--- src/rtl/crono_cuenta_regresiva.sv ---
// Countdown engine: shadows edited set values in EDIT, counts HH:MM:SS down to zero in RUN.
// Optional alarm auto-clear after ALARM_SECS ticks when CRONO_ALARM_TIMEOUT_EN is defined.
module crono_cuenta_regresiva #(
    parameter int unsigned ALARM_SECS = 10
) (
    input  logic       clk,
    input  logic       rst,
    input  logic [1:0] EN,
    input  logic [5:0] set_seg,
    input  logic [5:0] set_min,
    input  logic [4:0] set_hora,
    input  logic       tick,
    input  logic       start_stop,
    input  logic       ack,
    output logic [5:0] cnt_seg,
    output logic [5:0] cnt_min,
    output logic [4:0] cnt_hora,
    output logic       running,
    output logic       alarma
);

    typedef enum logic {StIdle, StRun} state_e;

    state_e     state_q, state_d;
    logic [5:0] seg_q, seg_d;
    logic [5:0] min_q, min_d;
    logic [4:0] hora_q, hora_d;
    logic       alarma_q, alarma_d;
    logic       edit_mode;
    logic       count_zero;
    logic       alarm_set;

    if (ALARM_SECS < 1 || ALARM_SECS > 63) begin : gen_bad_alarm_secs
        $error("ALARM_SECS must be in 1..63");
    end

    assign edit_mode  = (EN != 2'd0);
    assign count_zero = (seg_q == 6'd0) && (min_q == 6'd0) && (hora_q == 5'd0);

`ifdef CRONO_ALARM_TIMEOUT_EN
    localparam logic [5:0] AlarmTicks = 6'(ALARM_SECS);
    logic [5:0] to_q, to_d;
`endif

    always_comb begin
        state_d   = state_q;
        seg_d     = seg_q;
        min_d     = min_q;
        hora_d    = hora_q;
        alarma_d  = alarma_q;
        alarm_set = 1'b0;
`ifdef CRONO_ALARM_TIMEOUT_EN
        to_d      = to_q;
`endif
        if (edit_mode) begin
            // The editors can briefly present 60 (or >23 hours); those load as 0.
            seg_d    = (set_seg > 6'd59) ? 6'd0 : set_seg;
            min_d    = (set_min > 6'd59) ? 6'd0 : set_min;
            hora_d   = (set_hora > 5'd23) ? 5'd0 : set_hora;
            state_d  = StIdle;
            alarma_d = 1'b0;
        end else begin
            if (ack) begin
                alarma_d = 1'b0;
            end
`ifdef CRONO_ALARM_TIMEOUT_EN
            if (alarma_q && tick) begin
                to_d = to_q + 6'd1;
                if (to_q + 6'd1 >= AlarmTicks) begin
                    alarma_d = 1'b0;
                end
            end
`endif
            unique case (state_q)
                StIdle: begin
                    if (start_stop && !count_zero) begin
                        state_d = StRun;
                    end
                end
                StRun: begin
                    if (start_stop) begin
                        state_d = StIdle;
                    end else if (tick) begin
                        if (seg_q != 6'd0) begin
                            seg_d = seg_q - 6'd1;
                        end else if (min_q != 6'd0) begin
                            seg_d = 6'd59;
                            min_d = min_q - 6'd1;
                        end else if (hora_q != 5'd0) begin
                            seg_d  = 6'd59;
                            min_d  = 6'd59;
                            hora_d = hora_q - 5'd1;
                        end
                        if (seg_d == 6'd0 && min_d == 6'd0 && hora_d == 5'd0) begin
                            state_d   = StIdle;
                            alarm_set = 1'b1;
                        end
                    end
                end
                default: state_d = StIdle;
            endcase
            // A fresh alarm overrides any same-cycle ack or timeout.
            if (alarm_set) begin
                alarma_d = 1'b1;
`ifdef CRONO_ALARM_TIMEOUT_EN
                to_d     = 6'd0;
`endif
            end
        end
    end

    always_ff @(posedge clk) begin
        if (rst) begin
            state_q  <= StIdle;
            seg_q    <= 6'd0;
            min_q    <= 6'd0;
            hora_q   <= 5'd0;
            alarma_q <= 1'b0;
        end else begin
            state_q  <= state_d;
            seg_q    <= seg_d;
            min_q    <= min_d;
            hora_q   <= hora_d;
            alarma_q <= alarma_d;
        end
    end

`ifdef CRONO_ALARM_TIMEOUT_EN
    always_ff @(posedge clk) begin
        if (rst) begin
            to_q <= 6'd0;
        end else begin
            to_q <= to_d;
        end
    end
`endif

    assign cnt_seg  = seg_q;
    assign cnt_min  = min_q;
    assign cnt_hora = hora_q;
    assign running  = (state_q == StRun);
    assign alarma   = alarma_q;

endmodule

--- config.mk ---
export PLATFORM = sky130hd
export DESIGN_NAME = crono_cuenta_regresiva
export DESIGN_NICKNAME = d
export VERILOG_FILES = /design/src/rtl/crono_cuenta_regresiva.sv
export SDC_FILE = /design/constraint.sdc
export NUM_CORES = 1
export LEC_CHECK = 0
export ABC_AREA = 0
export BUFFER_PORTS_ARGS = -buffer_cell sky130_fd_sc_hd__buf_2
export CAP_MARGIN = 10
export CORE_MARGIN = 3
export CORE_UTILIZATION = 45
export DETAILED_ROUTE_END_ITERATION = 10
export HOLD_SLACK_MARGIN = 0.12
export PLACE_DENSITY_LB_ADDON = 0.1
export SLEW_MARGIN = 20
export SYNTH_ARGS = -nofsm -noshare
export SYNTH_HDL_FRONTEND = slang
export SYNTH_SLANG_ARGS = --single-unit
--- constraint.sdc ---
create_clock -name clk -period 3.04 [get_ports clk]
set_input_delay 0 -clock clk [delete_from_list [all_inputs] [get_ports clk]]
set_output_delay 0 -clock clk [all_outputs]
set_load 0.01 [all_outputs]
; ---- Word level (Yosys, flattened, before mapping)
; Cells that the tools add are included.
[word_totals]
input_bits = 24
word_cells = 82
regBits = 19
out_inout_bits = 19
[op_classes]
addsub = 3
n_eq_ne = 1
reduce_logical = 21
muxes = 48
bitwise = 1
magnitude_cmp = 3
[op_table]
columns = op, n
row1 = 6-bit 2-to-1 mux, 24
row2 = 5-bit 2-to-1 mux, 12
row3 = 6-bit logical NOT, 4
row4 = "6-bit greater-than comparator, second input constant", 2
row5 = 6-bit nonzero test, 2
row6 = "6-bit by 1-bit subtractor with 6-bit output, second input constant", 2
row7 = 1-bit 2-to-1 mux, 11
row8 = 5-bit logical NOT, 2
row9 = 2-bit nonzero test, 4
row10 = "5-bit greater-than comparator, second input constant", 1
row11 = 1-bit logical AND, 5
row12 = 5-bit nonzero test, 1
row13 = "5-bit by 1-bit subtractor with 5-bit output, second input constant", 1
row14 = 3-bit AND reduction, 1
row15 = "2-bit by 1-bit != test with 1-bit output, second input constant", 1
row16 = 1-bit one-hot mux with 2 select lines, 1
row17 = 2-bit OR reduction, 1
row18 = 1-bit logical NOT, 1
row19 = 1-bit inverter, 1

; ---- Logic depth before layout (Yosys ltp)
; Gate-level depths: netlist (run 1).
[logic_depth]
ltp_word = 17
depth_mapped = 10
depth_no_buf = 9

; ---- Worst setup path after synthesis (run 1)
; No wires, ideal clock.
[synth_timing]
kind = flip-flop to flip-flop
start = register seg_q[0] (netlist: cnt_seg[0])
end = register state_q (netlist: running)
setup_ns = 0.115
arrival_time_ns = 2.373
path_slack_ns = 0.552
stages_incl_launch_ff = 10
path_buffers = 1
period_less_slack_ns = 2.488
path_cell_list = dfxtp_1 inv_1 ha_1 nor2b_1 nand3b_1 buf_2 nor3_1 or4b_1 or4_1 o21ba_1
[synth_via]
elab_chain_len = 14
elab_cells_between_ends = 34
[synth_rtl]
columns = element, line_no
row1 = from (decl), 25  ; logic [5:0] seg_q, seg_d;
row2 = from (signal assigned), 121  ; seg_q <= seg_d;
row3 = "parallel branches: the longest is 13 deep, another holds 6-bit by 1-bit subtractor with 6-bit output", n/a
row4 = 1-bit one-hot mux with 2 select lines *, 74  ; unique case (state_q)
row5 = to (signal assigned), 114  ; state_q <= StIdle;
row6 = to (signal assigned), 120  ; state_q <= state_d;
row7 = to (decl), 24  ; state_e state_q, state_d;
; Every way passes the cells marked *. The select of a mux whose other input is x is not followed.
; A chain may end at the register's enable or synchronous reset.

; ---- Worst setup path after layout (run 1)
[layout_timing]
start = register seg_q[0] (netlist: cnt_seg[0])
end = register min_q[4] (netlist: cnt_min[4])
[layout_via]
elab_chain_len = 10
[layout_rtl]
columns = element, line_no
row1 = 6-bit nonzero test, 84  ; if (seg_q != 6'd0) begin
row2 = 6-bit 2-to-1 mux, 84
row3 = 6-bit 2-to-1 mux, 83  ; end else if (tick) begin
row4 = 6-bit 2-to-1 mux, 81  ; if (start_stop) begin
row5 = 6-bit 2-to-1 mux, 74
row6 = 6-bit 2-to-1 mux, 55  ; if (edit_mode) begin
row7 = 6-bit 2-to-1 mux, 83
row8 = 6-bit 2-to-1 mux, 81
row9 = 6-bit 2-to-1 mux, 74
row10 = 6-bit 2-to-1 mux, 55
row11 = to (signal assigned), 122  ; min_q <= min_d;
row12 = to (decl), 26  ; logic [5:0] min_q, min_d;
; Every way passes these cells. The select of a mux whose other input is x is not followed.

==> results of run 1 <==
-- path summary, 6_finish.rpt --
kind,to,slack (ns),cells past startpoint
worst max register to register,cnt_min[4]$_SDFFE_PP0P_,0.18,11
worst min register to register,alarma$_SDFFE_PP0P_,0.49,2
worst max-delay path,cnt_min[4]$_SDFFE_PP0P_,0.18,11
worst min-delay path,running$_SDFF_PP0_,0.15,4
-- cell families (layout without fill, tap and decap cells) --
| family | count (synthesis) | count (layout) | synth area share (%) |
|---|---|---|---|
| xor+xnor | 2 | 2 | 1.18 |
| compound gates | 66 | 66 | 28.6 |
| simple gates | 87 | 87 | 34.0 |
| mux | 3 | 3 | 2.11 |
| flops | 19 | 19 | 25.7 |
| buf+inv | 17 | 92 | 5.06 |
| fa+ha+maj | 4 | 4 | 3.38 |
-- registers in the layout, summed over array words and instances, names as in the netlist --
register  cells
cnt_seg       6
cnt_min       6
alarma        1
running       1
cnt_hora      5
-- final cells by class --
class / instances / area share (%)
Clock buffer: 4 / 1.24
Inverter: 7 / 1.24
Multi-Input combinational cell: 162 / 48.7
Sequential cell: 19 / 18.0
Tap cell: 44 / 2.61
Timing Repair Buffer: 81 / 28.2
-- what timing repair did --
item / 4_1_cts / 5_1_grt
hold endpoints to repair: 19 / 0
setup endpoints to repair: 0 / 3
resized for setup: 0 / 1
hold buffers: 37 / 0
-- power by group through the flow --
stage,registers [mW],clock network [mW],logic [mW]
final,0.291,0.137,0.267
after detailed placement,0.296,0,0.222
after floorplan,0.294,0,0.157
after global placement,0.296,0,0.218
after global routing,0.295,0.152,0.292
after CTS,0.291,0.138,0.261
-- layer usage --
metal / track usage [%] / routed length [um]
met4: 6.47 / 61
met3: 2.85 / 260
met5: 0 / 0
met1: 29.9 / 2000
met2: 43.8 / 2410
-- placed cells by master, fill, tap and decap left out, drive strengths merged, types with 2 or more instances in the layout --
| master | instances |
|---|---|
| a211oi | 3 |
| dlygate4sd3 | 37 |
| nand3b | 4 |
| a311oi | 2 |
| nor2 | 27 |
| nor4 | 4 |
| buf | 44 |
| a41oi | 2 |
| o211ai | 5 |
| mux2i | 2 |
| nand2 | 13 |
| nor2b | 3 |
| or4b | 2 |
| a21oi | 20 |
| ha | 4 |
| inv | 7 |
| a21o | 2 |
| nor3 | 9 |
| nand3 | 9 |
| a22oi | 6 |
| clkbuf | 4 |
| a31oi | 4 |
| and3 | 2 |
| dfxtp | 19 |
| nor3b | 2 |
| nand4 | 3 |
| xnor2 | 2 |
| o21ai | 13 |
| nand2b | 2 |
-- worst max-delay path, cell delays in order, from the launching register on --
cell	delay (ns)
dfxtp_1	0.38
inv_1	0.11
ha_1	0.20
nor2b_2	0.20
nand3b_1	0.13
buf_4	0.20
nor4_1	0.37
a21oi_1	0.11
a211oi_1	0.32
a21oi_1	0.09
nor2_1	0.13
dlygate4sd3_1	0.56
==> flow_summary.ini, run 1 <==
[logic_synthesis]
yosys.area.top_type_share_pct = 25.7
synth_commonest_cells = nor2_1 (26), a21oi_1 (20), dfxtp_1 (19)
yosys_most_used_dff = dfxtp_1
avgSynthCellArea_um2 = 7.49
synthArstFlopShare_pct = 0
synth_edf_count = 0
syn_inst = 198
ys_warn_count = 0
synth_area_leader_cell = dfxtp_1
yosys-top-cells-area = dfxtp_1 (26%), a21oi_1 (6.8%), nor2_1 (6.6%)
syn_area_um2 = 1480
ys_ff_latch = 19
seq_area_frac_synth_pct = 25.7
yosysMostFrequentCell = nor2_1
syn_nets = 226
ys_types = 51

[timing]
max_freq_mhz = 350
min_period_ns = 2.86
setup_viol_count_final = 0
setup_slack_ns = 0.183
timing.hold.ws_ns = 0.145
rsz0062_at_grt = false
slew_violations = 0
fin_tns_setup_ns = 0
clock_skew_ns = 0.00603
finalHoldViolCount = 0
worst_pin_slew_ns = 0.692
relSlewSlack_pct = 53.5
min_period_over_period_pct = 94.0

[clock_network]
cts-root-buf = clkbuf_4
path_clk_slew_ns = 0.12
numCtsBuffers = 3
clk_latency_ns = 0.31
clockBufferDepth = 2
cts_tree = done
ctsHtreeMaxLevel = 1
post-cts-setup-buffer-count = 0
clock_sinks = 19

[final_layout]
nets = 302
multiInputGateArea_um2 = 1030
drive_gt1_share_pct = 20.9
layout.cells.non_filler = 317
fillCellCount = 268
finalCoreUtilization_pct = 68.1
area_growth_syn_to_layout_pct = 42.5
register_area_um2 = 380
fin_area_um2 = 2110
diodes = 0

[power_and_ir_drop]
switchingPower_uw = 250
pwr_density_cell_nw_per_um2 = 329
p_comb_share_pct = 38.4
p_leak_nw = 0.899
vdd_drop_max_mv = 0.192
intPower_uw = 444
seq_power_share_pct = 41.9
total_power_uw = 695
switching_share_pct = 36.0
clkPwrFrac_pct = 19.7

[min_path]
holdCritStartpoint = start_stop
hold_class = primary input to flop

[place]
placed_cell_area_um2 = 1710
pre_cts_ws_ns = 0.269
hpwlAfterDp_mm = 3.20
dp_cells = 276
place.gp.congestion = 0.903
numPortBuffers = 42

[outcome]
outcome = finished clean

[global_route]
grt_max_degree = 19
grt_pass1_wl_mm = 8.05
grt_pass1_vias = 1766
overflow = 0
grt_antenna_before_repair = 0
grtUsageTotal_pct = 24.2

[setup_path]
crit_arrival_ns = 3.11
cp-start-kind = flop
reg2reg_from = cnt_seg[0]$_SDFFE_PP0P_
cp.required_ns = 3.29
cp-end-kind = flop
worst-path-max-fanout = 10
crit_type = flop to flop
crit_path_start = cnt_seg[0]$_SDFFE_PP0P_

[floorplanning]
die_w_um = 63.4
rows = 20
ioPinCount = 43
coreArea_um2 = 3100
dieArea_um2 = 4020
initial_core_util_pct = 47.8
fp.dieH_um = 63.4

[routing]
drtPass1Iterations = 4
vias = 1828
drt_iter0_drc = 146
viasPerCell = 5.77
wl_per_cell_um = 14.9
drcViolationCount = 0
wl_mm = 4.74
postRouteAntennaNets = 0

[flow_run]
max_cap_violations = 0
Note: power is estimated with default switching activity, not from simulation.
==> run 2: changes to the inputs <==
CELL_PAD_IN_SITES_DETAIL_PLACEMENT = 1   (was not set)
CELL_PAD_IN_SITES_GLOBAL_PLACEMENT = 1   (was not set)
CORE_UTILIZATION = 37   (was 45)
==> run 2 against run 1 <==
Effect of this change: final cell count down 2.2%; clock skew shrank 0.0038 ns; sequential share of layout area up 0.95 points; global-route usage is 1.5 points lower; clock power up 33%; wire length increased by 17%; total power is 7.2% higher.
==> flow_summary.ini, run 2 (synthesis gave the netlist of run 1 again) <==
[outcome]
outcome = finished clean

[floorplanning]
rows = 22
die_w_um = 69.3
coreArea_um2 = 3770
fp.dieH_um = 69.3
dieArea_um2 = 4800
initial_core_util_pct = 39.3
ioPinCount = 43

[global_route]
grtUsageTotal_pct = 22.7
grt_max_degree = 19
overflow = 0
grt_antenna_before_repair = 0
grt_pass1_wl_mm = 9.15
grt_pass1_vias = 1916

[final_layout]
layout.cells.non_filler = 310
finalCoreUtilization_pct = 53.2
final_cell_mix = buf_2 (43), nor2_1 (26), a21oi_1 (20), dlygate4sd3_1 (20), dfxtp_1 (19)
area_growth_syn_to_layout_pct = 35.4
final_common_cell = buf_2
nets = 291
diodes = 0
fillCellCount = 490
register_area_um2 = 380
multiInputGateArea_um2 = 1030
drive_gt1_share_pct = 23.7

[min_path]
holdCritStartpoint = rst
hold_class = primary input to flop

[routing]
drt_iter0_drc = 91
postRouteAntennaNets = 0
wl_per_cell_um = 17.9
vias = 1848
drtPass1Iterations = 4
drcViolationCount = 0
viasPerCell = 5.96
wl_mm = 5.55

[timing]
fin_tns_setup_ns = 0
worst_pin_slew_ns = 0.582
min_period_over_period_pct = 91.9
slew_violations = 0
relSlewSlack_pct = 60.7
min_period_ns = 2.79
rsz0062_at_grt = false
setup_viol_count_final = 0
setup_slack_ns = 0.245
max_freq_mhz = 358
clock_skew_ns = 0.00222
finalHoldViolCount = 0

[power_and_ir_drop]
total_power_uw = 745
pwr_density_cell_nw_per_um2 = 371
p_leak_nw = 0.833
vdd_drop_max_mv = 0.201

[clock_network]
cts_tree = done
clk_latency_ns = 0.25
clock_sinks = 19
numCtsBuffers = 3
cts-resized-gates = 0
ctsHtreeMaxLevel = 1
path_clk_slew_ns = 0.08
cts-root-buf = clkbuf_8
clockBufferDepth = 2

[setup_path]
crit_arrival_ns = 2.95
crit_type = flop to flop
cp.required_ns = 3.19
reg2reg_from = cnt_min[0]$_SDFFE_PP0P_
cp-end-kind = flop
cp-start-kind = flop
crit_path_start = cnt_min[0]$_SDFFE_PP0P_
worst-path-max-fanout = 8

[place]
place.gp.congestion = 0.811
dp_cells = 283
pre_cts_ws_ns = 0.161
hpwlAfterDp_mm = 3.88
numPortBuffers = 42

[flow_run]
max_cap_violations = 0
## run 2: cell types whose count changed in the layout (fill, tap and decap cells not counted), sizes merged
cell	change
dlygate4sd3	-17
buf	+6
## run 2: stage by stage
stage,instance area [um2],hold slack [ns]
after floorplan,1480,0.136
after CTS,1990,0.122
after global routing,2010,0.143
after global placement,1740,0.243
after detailed placement,1740,0.246
final,2010,0.132
## run 2: path summary, 6_finish.rpt
check | to | slack, ns | cells after the start
hold reg to reg | alarma$_SDFFE_PP0P_ | 0.50 | 2
hold / removal | cnt_hora[2]$_SDFFE_PP0P_ | 0.13 | 2
setup reg to reg | running$_SDFF_PP0_ | 0.25 | 9
setup / recovery | running$_SDFF_PP0_ | 0.25 | 9
## run 2: worst max-delay path, stage by stage, from the launching register on
cell and delay [ns]:
dfxtp_1 0.39, inv_1 0.11, ha_1 0.23, nor3b_1 0.42, nand3_2 0.22, a211oi_1 0.28, a31o_2 0.14, o2111ai_1 0.11
or4_1 0.58, o21ba_1 0.20
## run 2: repair_timing
action | in CTS | in global routing
endpoints found under the hold margin | 19 | 0
hold buffers | 20 | 0
buffers inserted | 0 | 3
endpoints found under the setup margin | 0 | 2
## run 2: area by class of cell
| cell class | instances | share of cell area (%) |
|---|---|---|
| sequential | 19 | 19.0 |
| tap | 48 | 2.99 |
| multi-input combinational | 162 | 51.2 |
| inverter | 7 | 1.31 |
| timing repair buffer | 70 | 23.3 |
| clock buffer | 4 | 2.24 |
## run 2: where the power goes
| group | internal [mW] | leakage, nW | switching, mW |
|---|---|---|---|
| clock network | 0.0932 | 0.0228 | 0.0892 |
| registers | 0.263 | 0.157 | 0.0275 |
| logic | 0.124 | 0.654 | 0.148 |
## run 2: layer usage
metal  part of all wire (%)  track usage [%]
met1                     43             27.5
met2                     53             40.9
met3                    2.5             2.90
met4                    1.6             7.81
met5                      0                0
==> run 3: changes to the inputs <==
CELL_PAD_IN_SITES_DETAIL_PLACEMENT = 2   (was 1)
CELL_PAD_IN_SITES_GLOBAL_PLACEMENT = 2   (was 1)
CORE_MARGIN = not set   (was 3)
CORE_UTILIZATION = 28   (was 37)
CTS_CLUSTER_DIAMETER = 80   (was not set)
==> run 3 against run 2 <==
Effect of this change: first-iteration DRC count is 38% lower; die area is 16% higher; utilization is 14 points lower; critical path depth is 3 higher; clock skew hardly changed; hold slack better by 0.0096 ns; final cell count is 6.8% higher; total power is 0.97% higher; sequential power hardly changed; critical endpoint unchanged; largest cell class unchanged; highest routed layer unchanged.
==> flow_summary.ini, run 3 (synthesis gave the netlist of run 1 again) <==
[outcome]
outcome = finished clean

[power_and_ir_drop]
p_comb_share_pct = 36.4
pwr_density_cell_nw_per_um2 = 371
clkPwrFrac_pct = 24.8
total_power_uw = 752
intPower_uw = 477
switching_share_pct = 36.5
p_leak_nw = 0.831
vdd_drop_max_mv = 0.130
switchingPower_uw = 275
seq_power_share_pct = 38.8

[routing]
wl_mm = 6.07
wl_per_cell_um = 18.3
drcViolationCount = 0
vias = 1830
drt_iter0_drc = 56
postRouteAntennaNets = 0
viasPerCell = 5.53
drtPass1Iterations = 4

[final_layout]
diodes = 0
finalCoreUtilization_pct = 39.7
final_common_cell = buf_2
register_area_um2 = 380
fin_area_um2 = 2030
final_cell_mix = buf_2 (42), nor2_1 (26), a21oi_1 (20), dlygate4sd3_1 (20), dfxtp_1 (19)
fillCellCount = 636
multiInputGateArea_um2 = 1030
drive_gt1_share_pct = 23.8
area_growth_syn_to_layout_pct = 36.8
layout.cells.non_filler = 331
nets = 290

[timing]
timing.hold.ws_ns = 0.142
setup_slack_ns = 0.167
clock_skew_ns = 0.00226
max_freq_mhz = 348
fin_tns_setup_ns = 0
min_period_ns = 2.87
relSlewSlack_pct = 59.2
worst_pin_slew_ns = 0.604
setup_viol_count_final = 0
slew_violations = 0
finalHoldViolCount = 0
min_period_over_period_pct = 94.5
rsz0062_at_grt = false

[floorplanning]
rows = 26
coreArea_um2 = 5110
dieArea_um2 = 5590
die_w_um = 74.8
initial_core_util_pct = 29.0
fp.dieH_um = 74.8
ioPinCount = 43

[clock_network]
path_clk_slew_ns = 0.08
ctsHtreeMaxLevel = 1
cts-resized-gates = 0
clockBufferDepth = 2
cts-root-buf = clkbuf_8
clk_latency_ns = 0.26
clock_sinks = 19
numCtsBuffers = 3
cts_tree = done

[global_route]
grt_antenna_before_repair = 0
grt_max_degree = 19
overflow = 0
grt_pass1_vias = 1955
grtUsageTotal_pct = 22.5
grt_pass1_wl_mm = 9.55

[setup_path]
worst-path-max-fanout = 7
cp-end-kind = flop
crit_type = flop to flop
r2r_cells = 12
cp-start-kind = flop
crit_arrival_ns = 3.03
cp.required_ns = 3.20

[min_path]
hold_depth = 2
hold_class = primary input to flop

[place]
placed_cell_area_um2 = 1760
place.gp.congestion = 0.858
hpwlAfterDp_mm = 4.38
numPortBuffers = 42
pre_cts_ws_ns = 0.135
dp_cells = 304

[flow_run]
max_cap_violations = 0
-- run 3: cell types whose count changed in the layout (fill, tap and decap cells not counted), sizes merged --
cell	delta
buf	-2
clkinv	+1
-- run 3: path summary, 6_finish.rpt --
check                                             start                       to  slack (ns)
worst max-delay path            cnt_seg[0]$_SDFFE_PP0P_       running$_SDFF_PP0_        0.17
worst min-delay path                                rst  cnt_seg[4]$_SDFFE_PP0P_        0.14
worst max register to register  cnt_seg[0]$_SDFFE_PP0P_       running$_SDFF_PP0_        0.17
worst min register to register      alarma$_SDFFE_PP0P_      alarma$_SDFFE_PP0P_        0.49
-- run 3: repair_timing --
action | in CTS | in global routing
endpoints found under the hold margin | 19 | 0
setup buffers | 0 | 3
endpoints found under the setup margin | 0 | 1
hold buffers | 20 | 0
-- run 3: critical path: stages (launching register included) --
cell,delay (ns)
dfxtp_1,0.43
inv_1,0.11
ha_1,0.24
nand2b_1,0.18
nor4_4,0.11
clkbuf_2,0.19
buf_4,0.17
buf_4,0.13
a211oi_1,0.19
a31o_2,0.13
o2111ai_1,0.11
or4_1,0.60
o21ba_1,0.20
-- run 3: layout make-up --
| class | instances | area share, % |
|---|---|---|
| clock buffer | 3 | 2.04 |
| clock inverter | 1 | 0.247 |
| inverter | 7 | 1.30 |
| multi-input combinational | 162 | 50.6 |
| sequential | 19 | 18.8 |
| tap | 70 | 4.32 |
| timing repair buffer | 69 | 22.7 |
-- run 3: power groups by stage --
stage	Clock, mW	Sequential, mW	Combinational, mW
2_1_floorplan	0	0.294	0.157
3_3_place_gp	0	0.296	0.233
4_1_cts	0.195	0.292	0.264
3_5_place_dp	0	0.298	0.242
6_report	0.186	0.292	0.274
5_1_grt	0.205	0.295	0.300
-- run 3: layer usage --
| metal | wire, um | vias up | GRT usage (%) |
|---|---|---|---|
| met3 | 153 | 6 | 2.28 |
| met2 | 3280 | 35 | 42.7 |
| li1 | - | 870 | - |
| met4 | 90 | 0 | 6.08 |
| met1 | 2550 | 919 | 26.6 |
| met5 | 0 | - | 0 |
